$ cat src/rtl/bp_be_dcache_uc_store_buffer.sv
// Uncached store buffer: circular FIFO of replicated store payloads in front of
// the LCE request handler, with a credit counter bounding in-flight uc writes.
module bp_be_dcache_uc_store_buffer #(
  parameter int paddr_width_p = 40,
  parameter int dword_width_p = 64,
  parameter int els_p         = 4,
  parameter int credits_p     = 8
) (
  input  logic                     clk_i,
  input  logic                     reset_i,

  input  logic                     st_v_i,
  input  logic [paddr_width_p-1:0] st_addr_i,
  input  logic [1:0]               st_size_i,
  input  logic [dword_width_p-1:0] st_data_i,
  output logic                     st_ready_o,

  output logic                     st_v_o,
  output logic [paddr_width_p-1:0] st_addr_o,
  output logic [1:0]               st_size_o,
  output logic [dword_width_p-1:0] st_data_o,
  input  logic                     st_yumi_i,

  input  logic                     credit_return_i,
  output logic                     full_o,
  output logic                     empty_o
);

  localparam int ptr_w = $clog2(els_p);
  localparam int cnt_w = $clog2(els_p + 1);
  localparam int crd_w = $clog2(credits_p + 1);

  logic [paddr_width_p-1:0] addr_mem_q [els_p];
  logic [1:0]               size_mem_q [els_p];
  logic [dword_width_p-1:0] data_mem_q [els_p];

  logic [ptr_w-1:0] rptr_q, rptr_d, wptr_q, wptr_d;
  logic [cnt_w-1:0] count_q, count_d;
  logic [crd_w-1:0] outstanding_q, outstanding_d;

  logic                     enq, deq, misaligned;
  logic [dword_width_p-1:0] rep_data;

  assign st_ready_o = (count_q != cnt_w'(els_p));
  assign st_v_o     = (count_q != '0) && (outstanding_q != crd_w'(credits_p));
  assign full_o     = (count_q == cnt_w'(els_p));
  assign empty_o    = (count_q == '0) && (outstanding_q == '0);

  assign enq = st_v_i & st_ready_o;
  assign deq = st_yumi_i & st_v_o;

  assign st_addr_o = addr_mem_q[rptr_q];
  assign st_size_o = size_mem_q[rptr_q];
  assign st_data_o = data_mem_q[rptr_q];

  // Replicate the valid low bytes across the dword so the LCE can drop the
  // payload onto any byte lane without knowing the offset.
  always_comb begin
    rep_data = st_data_i;
    case (st_size_i)
      2'd0:    rep_data = {8{st_data_i[7:0]}};
      2'd1:    rep_data = {4{st_data_i[15:0]}};
      2'd2:    rep_data = {2{st_data_i[31:0]}};
      default: rep_data = st_data_i;
    endcase
  end

  always_comb begin
    misaligned = 1'b0;
    case (st_size_i)
      2'd0:    misaligned = 1'b0;
      2'd1:    misaligned = st_addr_i[0];
      2'd2:    misaligned = |st_addr_i[1:0];
      default: misaligned = |st_addr_i[2:0];
    endcase
  end

  always_comb begin
    rptr_d        = rptr_q + ptr_w'(deq);
    wptr_d        = wptr_q + ptr_w'(enq);
    count_d       = count_q + cnt_w'(enq) - cnt_w'(deq);
    outstanding_d = outstanding_q;
    // A send and a completion in the same cycle cancel out.
    if (deq && !credit_return_i)
      outstanding_d = outstanding_q + crd_w'(1);
    else if (!deq && credit_return_i && outstanding_q != '0)
      outstanding_d = outstanding_q - crd_w'(1);
  end

  always_ff @(posedge clk_i) begin
    if (reset_i) begin
      rptr_q        <= '0;
      wptr_q        <= '0;
      count_q       <= '0;
      outstanding_q <= '0;
    end else begin
      rptr_q        <= rptr_d;
      wptr_q        <= wptr_d;
      count_q       <= count_d;
      outstanding_q <= outstanding_d;
    end
  end

  // Payload storage carries no reset; contents only matter while counted.
  always_ff @(posedge clk_i) begin
    if (enq) begin
      addr_mem_q[wptr_q] <= st_addr_i;
      size_mem_q[wptr_q] <= st_size_i;
      data_mem_q[wptr_q] <= rep_data;
    end
  end

  always_ff @(posedge clk_i) begin
    if (!reset_i) begin
      assert (!(st_yumi_i && !st_v_o));
      assert (!(credit_return_i && !deq && outstanding_q == '0));
      assert (!(enq && misaligned));
    end
  end

endmodule

$ cat config.mk
export PLATFORM = sky130hd
export DESIGN_NAME = bp_be_dcache_uc_store_buffer
export DESIGN_NICKNAME = d
export VERILOG_FILES = /design/src/rtl/bp_be_dcache_uc_store_buffer.sv
export SDC_FILE = /design/constraint.sdc
export NUM_CORES = 1
export LEC_CHECK = 0
export ABC_CLOCK_PERIOD_IN_PS = 22000
export CORE_UTILIZATION = 40
export CTS_CLUSTER_SIZE = 30
export DETAILED_ROUTE_END_ITERATION = 8
export DONT_BUFFER_PORTS = 1
export PLACE_DENSITY = 0.55
export SYNTH_ARGS = -nofsm -noshare
export SYNTH_HDL_FRONTEND = slang
export SYNTH_SLANG_ARGS = --single-unit
$ cat constraint.sdc
create_clock -name clk_i -period 22 [get_ports clk_i]
set_input_delay 4.4 -clock clk_i [delete_from_list [all_inputs] [get_ports clk_i]]
set_output_delay 4.4 -clock clk_i [all_outputs]
set_load 0.01 [all_outputs]
==> results.py, run 1 <==
metrics = {
    "clocking": {
        "cts.sinks": 435,
        "htree_levels": 2,
        "clkLatencyLatePin_ps": 580,
        "clk_pin_slew_ps": 60,
        "cts_tree": "built",
        "cts_buffers": 47,
        "post_cts_buffers": 0,
        "cts-root-buf": "clkbuf_16",
        "cts_buffer_depth": 3,
        "hold_buffers": 0,
        "cts_resized": 0,
    },
    "power_and_ir_drop": {
        "ir_drop_mv": 0.07569,
        "powerDensity_mw_per_mm2": 120.6,
        "power.total_mw": 2.284,
        "power.static_leakage_nw": 5.865,
    },
    "timing": {
        "max_freq_mhz": 136.2,
        "fin_setup_tns_ps": 0,
        "tightestPinTransition_ps": 1165,
        "period_share_pct": 33.37,
        "finalHoldViolations": 0,
        "skew_ps": 13.69,
        "rsz0062_at_grt": "false",
        "min_period_ps": 7342,
        "slew_headroom_pct": 22.35,
        "setup-violations-final": 0,
        "slew_violations": 0,
    },
    "yosys": {
        "ys_ff_latch": 435,
        "synth_area_mm2": 0.01686,
        "synth_cell_type_count": 39,
        "yosysWarnings": 0,
        "synth_sequential_area_ratio_pct": 76.82,
        "synthesis.nets": 872,
        "synth_ff_type": "edfxtp_1",
        "avgSynthCellArea_um2": 22.33,
        "syn_inst": 755,
        "synth_enable_flop_cells": 424,
        "async_flop_share_pct": 0,
    },
    "detailed_routing": {
        "viasPerCell": 5.540,
        "num_vias": 7473,
        "avgRoutedWirePerCell_um": 26.79,
        "drt.antenna.violating_nets": 0,
        "routed_wl_um": 36140,
        "drc": 0,
        "drt-initial-drc-count": 521,
        "dr.pass1.iters": 5,
    },
    "placement": {
        "portBuffers": 0,
        "post-place-cells": 1262,
        "hpwlAfterDp_um": 22210,
        "routabilityCongestion": 0.8578,
    },
    "cells_and_area": {
        "drive_gt1_share_pct": 27.29,
        "stdcell_count": 1349,
        "nets": 896,
        "area_delta_synth_final_pct": 12.33,
        "diodes": 0,
    },
    "setup_path": {
        "arrival_ps": 2940,
        "setup.worst_path.end_class": "primary output",
        "path_cells": "buf_4, mux4_2",
        "start_kind": "register",
        "crit_fanout": 44,
        "crit_family": "flip-flops",
        "crit_type": "reg2out",
        "crit_buf_inv": 1,
        "slowest_stage": "dfxtp_4",
        "worstPathRequired_ps": 17600,
        "slowest_delay_ps": 920,
    },
    "grt": {
        "antenna_found_initial": 1,
        "grt_pass1_vias": 7958,
        "overflow": 0,
        "grt_max_degree": 72,
        "grt_usage_pct": 16.92,
        "grt_pass1_wl_um": 53320,
    },
    "floorplanning": {
        "die_area_mm2": 0.04298,
        "coreArea_mm2": 0.04120,
        "std_cell_rows": 74,
        "start_util_pct": 40.92,
        "num_io_pins": 221,
        "die_w_um": 207.3,
        "die_h_um": 207.3,
    },
    "job": {
        "maxCapViolations": 0,
    },
    "min_path": {
        "hold_class": "reg2reg",
    },
    "outcome": {
        "status": "finished clean",
    },
}
-- layout by cell type, fill, tap and decap left out, types with 3 or more instances in the layout --
| cell | Yosys | final |
|---|---|---|
| nor2_1 | 18 | 17 |
| clkinv_2 | 0 | 10 |
| bufinv_16 | 0 | 4 |
| mux2_2 | 26 | 26 |
| xor2_1 | 3 | 3 |
| a211oi_1 | 8 | 8 |
| ha_1 | 4 | 4 |
| clkinv_1 | 0 | 12 |
| nor2b_1 | 9 | 9 |
| mux4_2 | 106 | 106 |
| inv_6 | 0 | 5 |
| buf_4 | 2 | 10 |
| xnor2_1 | 4 | 4 |
| o21ai_0 | 4 | 4 |
| edfxtp_1 | 424 | 424 |
| nand2_1 | 7 | 7 |
| dfxtp_1 | 11 | 9 |
| a21oi_1 | 33 | 33 |
| mux2i_1 | 23 | 23 |
| inv_1 | 13 | 13 |
| clkbuf_1 | 12 | 7 |
| nor3_1 | 5 | 4 |
| clkbuf_16 | 0 | 47 |
-- worst paths after layout --
path	endpoint	slack [ps]	from	cells past startpoint
worst max register to register	addr_mem_q[3][36]$_DFFE_PP_	18970	count_q[1]$_SDFF_PP0_	6
worst min register to register	outstanding_q[3]$_SDFFE_PP0P_	580	outstanding_q[3]$_SDFFE_PP0P_	2
worst min-delay path	outstanding_q[3]$_SDFFE_PP0P_	580	outstanding_q[3]$_SDFFE_PP0P_	2
worst max-delay path	st_addr_o[25]	14660	rptr_q[0]$_SDFF_PP0_	2
-- worst register-to-register path: cells and delay by family, from the launching register on --
| family | cells | cell delay [ps] |
|---|---|---|
| buffers and inverters | 2 | 1120 |
| DFF | 1 | 490 |
| and+or+nand+nor | 4 | 940 |
-- final cells by class --
| class | count | area [um2] |
|---|---|---|
| repair buffers | 10 | 75.07 |
| inverters | 13 | 48.80 |
| clock inverters | 33 | 275.3 |
| clock buffers | 54 | 1202 |
| flip-flops and latches | 435 | 12960 |
| multi-input cells | 272 | 3714 |
| well taps | 532 | 665.6 |
| fillers | 3385 | 22260 |
-- Yosys cell counts, drive strengths merged, types with 2 or more instances --
| library cell | count | area share (%) |
|---|---|---|
| nand3 | 2 | 0.059 |
| xnor2 | 4 | 0.21 |
| ha | 4 | 0.30 |
| o31a | 2 | 0.10 |
| a21oi | 33 | 0.98 |
| xor2 | 3 | 0.16 |
| buf | 23 | 0.73 |
| mux2 | 26 | 1.7 |
| nor2 | 18 | 0.40 |
| nor2b | 9 | 0.33 |
| a211oi | 9 | 0.43 |
| mux4 | 106 | 14 |
| inv | 13 | 0.29 |
| nor3 | 6 | 0.21 |
| dfxtp | 11 | 1.3 |
| edfxtp | 424 | 76 |
| clkbuf | 12 | 0.27 |
| mux2i | 23 | 1.4 |
| o21ai | 4 | 0.12 |
| nor3b | 3 | 0.16 |
| fa | 2 | 0.24 |
| nand2 | 7 | 0.16 |
-- kinds of logic after synthesis --
group                    share of synthesized area, %
flip-flops                                      76.82
multiplexers                                    17.26
AO/OA/AOI/OAI                                   2.070
AND/OR/NAND/NOR                                 1.662
buffers and inverters                           1.291
XOR/XNOR                                       0.3636
adder cells (fa/ha/maj)                        0.5343
-- per-layer routing --
| metal | part of all wire, % | vias up | global-route usage, % | routed length, um |
|---|---|---|---|---|
| met3 | 9.8 | 53 | 6.778 | 3546 |
| met2 | 47 | 289 | 26.17 | 16920 |
| met5 | 0.036 | - | 0 | 13 |
| li1 | - | 3207 | - | - |
| met1 | 41 | 3922 | 21.81 | 14880 |
| met4 | 2.2 | 2 | 5.481 | 777 |
-- where the power goes --
| group | total (mW) | internal, mW | switching, mW |
|---|---|---|---|
| logic | 0.457 | 0.198 | 0.258 |
| clock network | 0.754 | 0.440 | 0.314 |
| registers | 1.07 | 1.02 | 0.0572 |
-- flip-flops by register name (all words and copies together), names as in the netlist --
| signal | flops |
|---|---|
| count_q | 3 |
| outstanding_q | 4 |
| data_mem_q | 256 |
| rptr_q | 2 |
| wptr_q | 2 |
| addr_mem_q | 160 |
| size_mem_q | 8 |
-- through the flow --
step                      utilization [%]  setup slack [ps]  instance area [um2]  hold slack (ps)
after floorplan                         -              9104                16860            486.0
after global placement              42.38             15160                17460            524.1
after detailed placement            42.38             15130                17460            555.1
after CTS                           45.97             14490                18940            569.9
after global routing                45.97             14380                18940            616.5
final                               45.97             14660                18940            584.3
Power figures use the tool's default switching activity.
==> run 2, diff against run 1 <==
--- a/config.mk
+++ b/config.mk
@@ -5,12 +5,12 @@
 export SDC_FILE = /design/constraint.sdc
 export NUM_CORES = 1
 export LEC_CHECK = 0
-export ABC_CLOCK_PERIOD_IN_PS = 22000
+export ABC_CLOCK_PERIOD_IN_PS = 6100
 export CORE_UTILIZATION = 40
 export CTS_CLUSTER_SIZE = 30
 export DETAILED_ROUTE_END_ITERATION = 8
 export DONT_BUFFER_PORTS = 1
-export PLACE_DENSITY = 0.55
+export PLACE_DENSITY = 0.57
 export SYNTH_ARGS = -nofsm -noshare
 export SYNTH_HDL_FRONTEND = slang
 export SYNTH_SLANG_ARGS = --single-unit
==> constraint.sdc (replaced) <==
create_clock -name clk_i -period 6.1 [get_ports clk_i]
set_input_delay 1.22 -clock clk_i [delete_from_list [all_inputs] [get_ports clk_i]]
set_output_delay 1.22 -clock clk_i [all_outputs]
set_load 0.01 [all_outputs]
==> run 2 against run 1 <==
Compared with the run above:
- cell count rose by 0.15%
- routed wire length is 3.4% higher
- sequential share of layout area hardly changed
- utilization about the same
- die area unchanged
- design area about the same
- worst hold slack got worse by 50 ps
- critical path depth unchanged
- clock skew barely moved
- count of clock-buffer cells in the layout grew 6
- critical endpoint is now st_data_o[25]
==> results.py, run 2 (synthesized netlist as in run 1, its figures left out) <==
metrics = {
    "setup_path": {
        "arrival_ps": 2780,
        "crit_type": "reg2out",
        "setup.worst_path.end_class": "primary output",
        "worstPathRequired_ps": 4880,
        "reg2reg_slack_ps": 3380,
        "crit_start": "rptr_q[1]$_SDFF_PP0_",
        "rr_worst_depth": 6,
        "crit_fanout": 61,
        "r2r-end": "data_mem_q[3][35]$_DFFE_PP_",
        "start_kind": "register",
        "r2r_start": "count_q[1]$_SDFF_PP0_",
        "cp-endpoint": "st_data_o[25]",
    },
    "min_path": {
        "hp-start": "outstanding_q[3]$_SDFFE_PP0P_",
        "hold_class": "reg2reg",
    },
    "grt": {
        "use_met3_pct": 7.610,
        "grt_pass1_vias": 8149,
        "grt.busiest_layer": "met2",
        "grt_pass1_wl_um": 55130,
        "grt_usage_pct": 17.56,
        "met1_usage_pct": 22.12,
        "grt_use_met2_pct": 27.73,
        "antenna_found_initial": 0,
        "overflow": 0,
        "grt_max_degree": 62,
    },
    "clocking": {
        "cts-root-buf": "clkbuf_16",
        "cts_buffer_depth": 3,
        "htree_levels": 2,
        "post_cts_buffers": 0,
        "cts_resized": 0,
        "cts_tree": "built",
        "cts_buffers": 47,
        "hold_buffers": 0,
        "cts.sinks": 435,
        "clkLatencyLatePin_ps": 560,
        "clk_pin_slew_ps": 60,
    },
    "cells_and_area": {
        "drive_gt1_share_pct": 26.98,
        "nets": 897,
        "area_delta_synth_final_pct": 12.27,
        "reg.largest.list": "data_mem_q: 256 flops, addr_mem_q: 160 flops, size_mem_q: 8 flops",
        "largest_reg_flops": 256,
        "layout_commonest_cell": "edfxtp_1",
        "fillerInstances": 3380,
        "final_cell_mix": "edfxtp_1, mux4_2, clkbuf_16",
        "diodes": 0,
        "final_cell_area_mm2": 0.01893,
        "top_register": "data_mem_q",
    },
    "timing": {
        "rsz0062_at_grt": "false",
        "setup-violations-final": 0,
        "min_period_ps": 4004,
        "slew_violations": 0,
        "setup_ws_ps": 2096,
        "tightestPinTransition_ps": 958.0,
        "finalHoldViolations": 0,
        "max_freq_mhz": 249.8,
        "period_share_pct": 65.64,
        "skew_ps": 13.80,
        "fin_setup_tns_ps": 0,
        "slew_headroom_pct": 36.13,
        "hold_ws_ps": 534.0,
    },
    "outcome": {
        "status": "finished clean",
    },
    "floorplanning": {
        "die_h_um": 207.3,
        "std_cell_rows": 74,
        "num_io_pins": 221,
        "coreArea_mm2": 0.04120,
        "die_area_mm2": 0.04298,
        "start_util_pct": 40.92,
        "die_w_um": 207.3,
    },
    "detailed_routing": {
        "drc": 0,
        "avgRoutedWirePerCell_um": 27.65,
        "viasPerCell": 5.530,
        "num_vias": 7471,
        "drt.antenna.violating_nets": 0,
        "drt-initial-drc-count": 402,
        "dr.pass1.iters": 4,
        "routed_wl_um": 37360,
    },
    "power_and_ir_drop": {
        "ir_drop_mv": 0.2866,
        "power.static_leakage_nw": 5.822,
        "powerDensity_mw_per_mm2": 428.9,
        "power.total_mw": 8.119,
    },
    "placement": {
        "hpwlAfterDp_um": 23750,
        "placed_cell_area_mm2": 0.01750,
        "dpl_worst_slack_ps": 2622,
        "portBuffers": 0,
        "routabilityCongestion": 0.8223,
    },
    "job": {
        "maxCapViolations": 0,
    },
}
## run 2: changes by cell type in the layout (fill, tap and decap cells not counted), sizes merged
cell      delta
bufinv       -3
buf          +1
clkbuf       +6
clkinv       -5
clkinvlp     +6
inv          -3
## run 2: area by class of cell
class	count	area [um2]	share of cell area (%)
clock inverters	28	187.7	0.9915
inverters	13	48.80	0.2578
multi-input cells	272	3726	19.68
clock buffers	60	1246	6.583
repair buffers	11	95.09	0.5023
flip-flops and latches	435	12960	68.46
well taps	532	665.6	3.516
## run 2: metrics by stage
stage / utilization, % / cells
3_5_place_dp: 42.46 / 1263
2_1_floorplan: - / 755
4_1_cts: 45.94 / 1351
3_3_place_gp: 42.46 / 1263
5_1_grt: 45.94 / 1351
6_report: 45.94 / 1351
## run 2: worst min path at each step
| stage | end | slack [ps] | cells after the start |
|---|---|---|---|
| final | outstanding_q[3]$_SDFFE_PP0P_ | 530 | 2 |
| after global routing | outstanding_q[3]$_SDFFE_PP0P_ | 570 | 2 |
| after CTS | outstanding_q[3]$_SDFFE_PP0P_ | 530 | 2 |
| after detailed placement | outstanding_q[3]$_SDFFE_PP0P_ | 510 | 2 |
| after global placement | outstanding_q[3]$_SDFFE_PP0P_ | 520 | 2 |
| after floorplan | outstanding_q[3]$_SDFFE_PP0P_ | 490 | 2 |
## run 2: routing by layer
| metal | up-vias | share of wire [%] | wire (um) |
|---|---|---|---|
| met5 | - | 0 | 0 |
| met4 | 0 | 1.8 | 656 |
| met3 | 43 | 9.8 | 3675 |
| met2 | 276 | 48 | 17830 |
| met1 | 3938 | 41 | 15200 |
| li1 | 3214 | - | - |
## run 2: worst max-delay path, cell delays in order, from the launching register on
cell and delay [ps]:
dfxtp_4 960, buf_4 720, mux4_2 480
## run 2: power by group
group	leakage (nW)	internal [mW]	switching, mW
combinational	1.17	0.726	0.891
sequential	3.97	3.67	0.227
clock	0.677	1.49	1.11
==> run 3, diff against run 2 <==
--- a/config.mk
+++ b/config.mk
@@ -5,7 +5,7 @@
 export SDC_FILE = /design/constraint.sdc
 export NUM_CORES = 1
 export LEC_CHECK = 0
-export ABC_CLOCK_PERIOD_IN_PS = 6100
+export ABC_CLOCK_PERIOD_IN_PS = 3200
 export CORE_UTILIZATION = 40
 export CTS_CLUSTER_SIZE = 30
 export DETAILED_ROUTE_END_ITERATION = 8
==> constraint.sdc (replaced) <==
create_clock -name clk_i -period 3.2 [get_ports clk_i]
set_input_delay 0.64 -clock clk_i [delete_from_list [all_inputs] [get_ports clk_i]]
set_output_delay 0.64 -clock clk_i [all_outputs]
set_load 0.01 [all_outputs]
==> run 3 against run 2 <==
Compared with the run above:
- largest power group unchanged
- combinational power increased by 110%
- register-to-register slack got worse by 2700 ps
- critical path depth stayed put
- non-clock buffer count rose by 4
- first-iteration DRC count is 55% higher
- worst hold slack got worse by 400 ps
- critical path type unchanged
==> results.py, run 3 (synthesized netlist as in run 1, its figures left out) <==
metrics = {
    "floorplanning": {
        "num_io_pins": 221,
        "coreArea_mm2": 0.04120,
        "die_area_mm2": 0.04298,
        "start_util_pct": 40.92,
        "std_cell_rows": 74,
        "die_h_um": 207.3,
        "die_w_um": 207.3,
    },
    "cells_and_area": {
        "reg.largest.list": "data_mem_q: 256 flops, addr_mem_q: 160 flops, size_mem_q: 8 flops",
        "final_cell_mix": "edfxtp_1, mux4_2, clkbuf_16",
        "area_delta_synth_final_pct": 12.92,
        "largest_reg_flops": 256,
        "drive_gt1_share_pct": 27.81,
        "stdcell_count": 1341,
        "top_register": "data_mem_q",
        "layout_commonest_cell": "edfxtp_1",
        "diodes": 0,
        "nets": 900,
        "fillerInstances": 3361,
    },
    "grt": {
        "antenna_found_initial": 0,
        "grt_pass1_wl_um": 53520,
        "grt_usage_pct": 16.99,
        "overflow": 0,
        "grt_pass1_vias": 7961,
        "grt_max_degree": 89,
    },
    "timing": {
        "setup_ws_ps": 271.9,
        "fin_setup_tns_ps": 0,
        "tightestPinTransition_ps": 789.0,
        "min_period_ps": 2928,
        "setup-violations-final": 0,
        "period_share_pct": 91.50,
        "finalHoldViolations": 0,
        "slew_violations": 0,
        "skew_ps": 14.45,
        "slew_headroom_pct": 47.40,
        "hold_ws_ps": 130.2,
        "max_freq_mhz": 341.5,
        "rsz0062_at_grt": "false",
    },
    "power_and_ir_drop": {
        "seqPwrFrac_pct": 46.8,
        "ir_drop_mv": 0.6068,
        "switching_share_pct": 27.48,
        "power.total_mw": 15.59,
        "powerDensity_mw_per_mm2": 818.8,
        "power.static_leakage_nw": 5.869,
        "p_int_mw": 11.31,
        "pwr-share-comb_pct": 21.7,
        "clockPowerShare_pct": 31.5,
        "switchingPower_mw": 4.284,
    },
    "detailed_routing": {
        "viasPerCell": 5.568,
        "drc": 0,
        "routed_wl_um": 36060,
        "avgRoutedWirePerCell_um": 26.89,
        "drt.antenna.violating_nets": 0,
        "drt-initial-drc-count": 623,
        "dr.pass1.iters": 4,
        "num_vias": 7467,
    },
    "placement": {
        "post-place-cells": 1267,
        "portBuffers": 0,
        "routabilityCongestion": 0.8331,
        "dpl_worst_slack_ps": 707.5,
        "hpwlAfterDp_um": 22960,
    },
    "clocking": {
        "cts_resized": 0,
        "hold_buffers": 0,
        "cts.sinks": 435,
        "htree_levels": 2,
        "cts_buffer_depth": 3,
        "clkLatencyLatePin_ps": 580,
        "cts-root-buf": "clkbuf_16",
        "cts_buffers": 46,
        "cts_tree": "built",
        "post_cts_buffers": 0,
        "clk_pin_slew_ps": 50,
    },
    "setup_path": {
        "slowest_stage": "dfxtp_4",
        "start_kind": "register",
        "path_cells": "buf_12, mux4_2",
        "slowest_delay_ps": 650,
        "crit_fanout": 40,
        "reg2reg_slack_ps": 730,
        "setup.worst_path.end_class": "primary output",
        "worstPathRequired_ps": 2560,
        "crit_type": "reg2out",
        "arrival_ps": 2290,
    },
    "job": {
        "maxCapViolations": 0,
    },
    "min_path": {
        "hold_class": "in2reg",
    },
    "outcome": {
        "status": "finished clean",
    },
}
[run 3: layer usage]
metal	global-route usage (%)	wire (um)	vias up
met1	21.00	14580	3919
li1	-	-	3217
met4	6.176	982	0
met5	0	0	-
met2	27.46	17210	269
met3	6.203	3290	62
[run 3: cell type report]
type | instances | area (um2) | area share, %
flip-flops and latches | 435 | 12960 | 68.09
multi-input cells | 272 | 3745 | 19.67
clock buffers | 52 | 1174 | 6.164
well taps | 532 | 665.6 | 3.496
repair buffers | 15 | 237.7 | 1.249
clock inverters | 22 | 203.9 | 1.071
inverters | 13 | 48.80 | 0.2563
[run 3: metrics by stage]
stage,instance area [um2],utilization [%]
final,19040,46.21
after global routing,19040,46.21
after CTS,19040,46.21
after detailed placement,17660,42.87
after global placement,17660,42.87
after floorplan,16920,-
[run 3: path summary, 6_finish.rpt]
check / start / to / depth (start not counted)
setup / recovery: rptr_q[0]$_SDFF_PP0_ / st_data_o[29] / 2
hold / removal: reset_i / count_q[1]$_SDFF_PP0_ / 1
setup reg to reg: outstanding_q[0]$_SDFFE_PP0P_ / outstanding_q[3]$_SDFFE_PP0P_ / 8
hold reg to reg: outstanding_q[3]$_SDFFE_PP0P_ / outstanding_q[3]$_SDFFE_PP0P_ / 2
[run 3: power by group through the flow]
stage | clock [mW] | combinational (mW) | sequential (mW)
global placement | 0 | 3.43 | 7.37
CTS | 5.07 | 3.50 | 7.30
finish | 4.91 | 3.39 | 7.29
global route | 5.24 | 3.64 | 7.36
detailed placement | 0 | 3.49 | 7.42
floorplan | 0 | 2.72 | 7.26
[run 3: critical path, delay by kind of cell, from the launching register on]
kind | cells | cell delay (ps)
flip-flops | 1 | 650
multiplexers | 1 | 620
buffers and inverters | 1 | 360
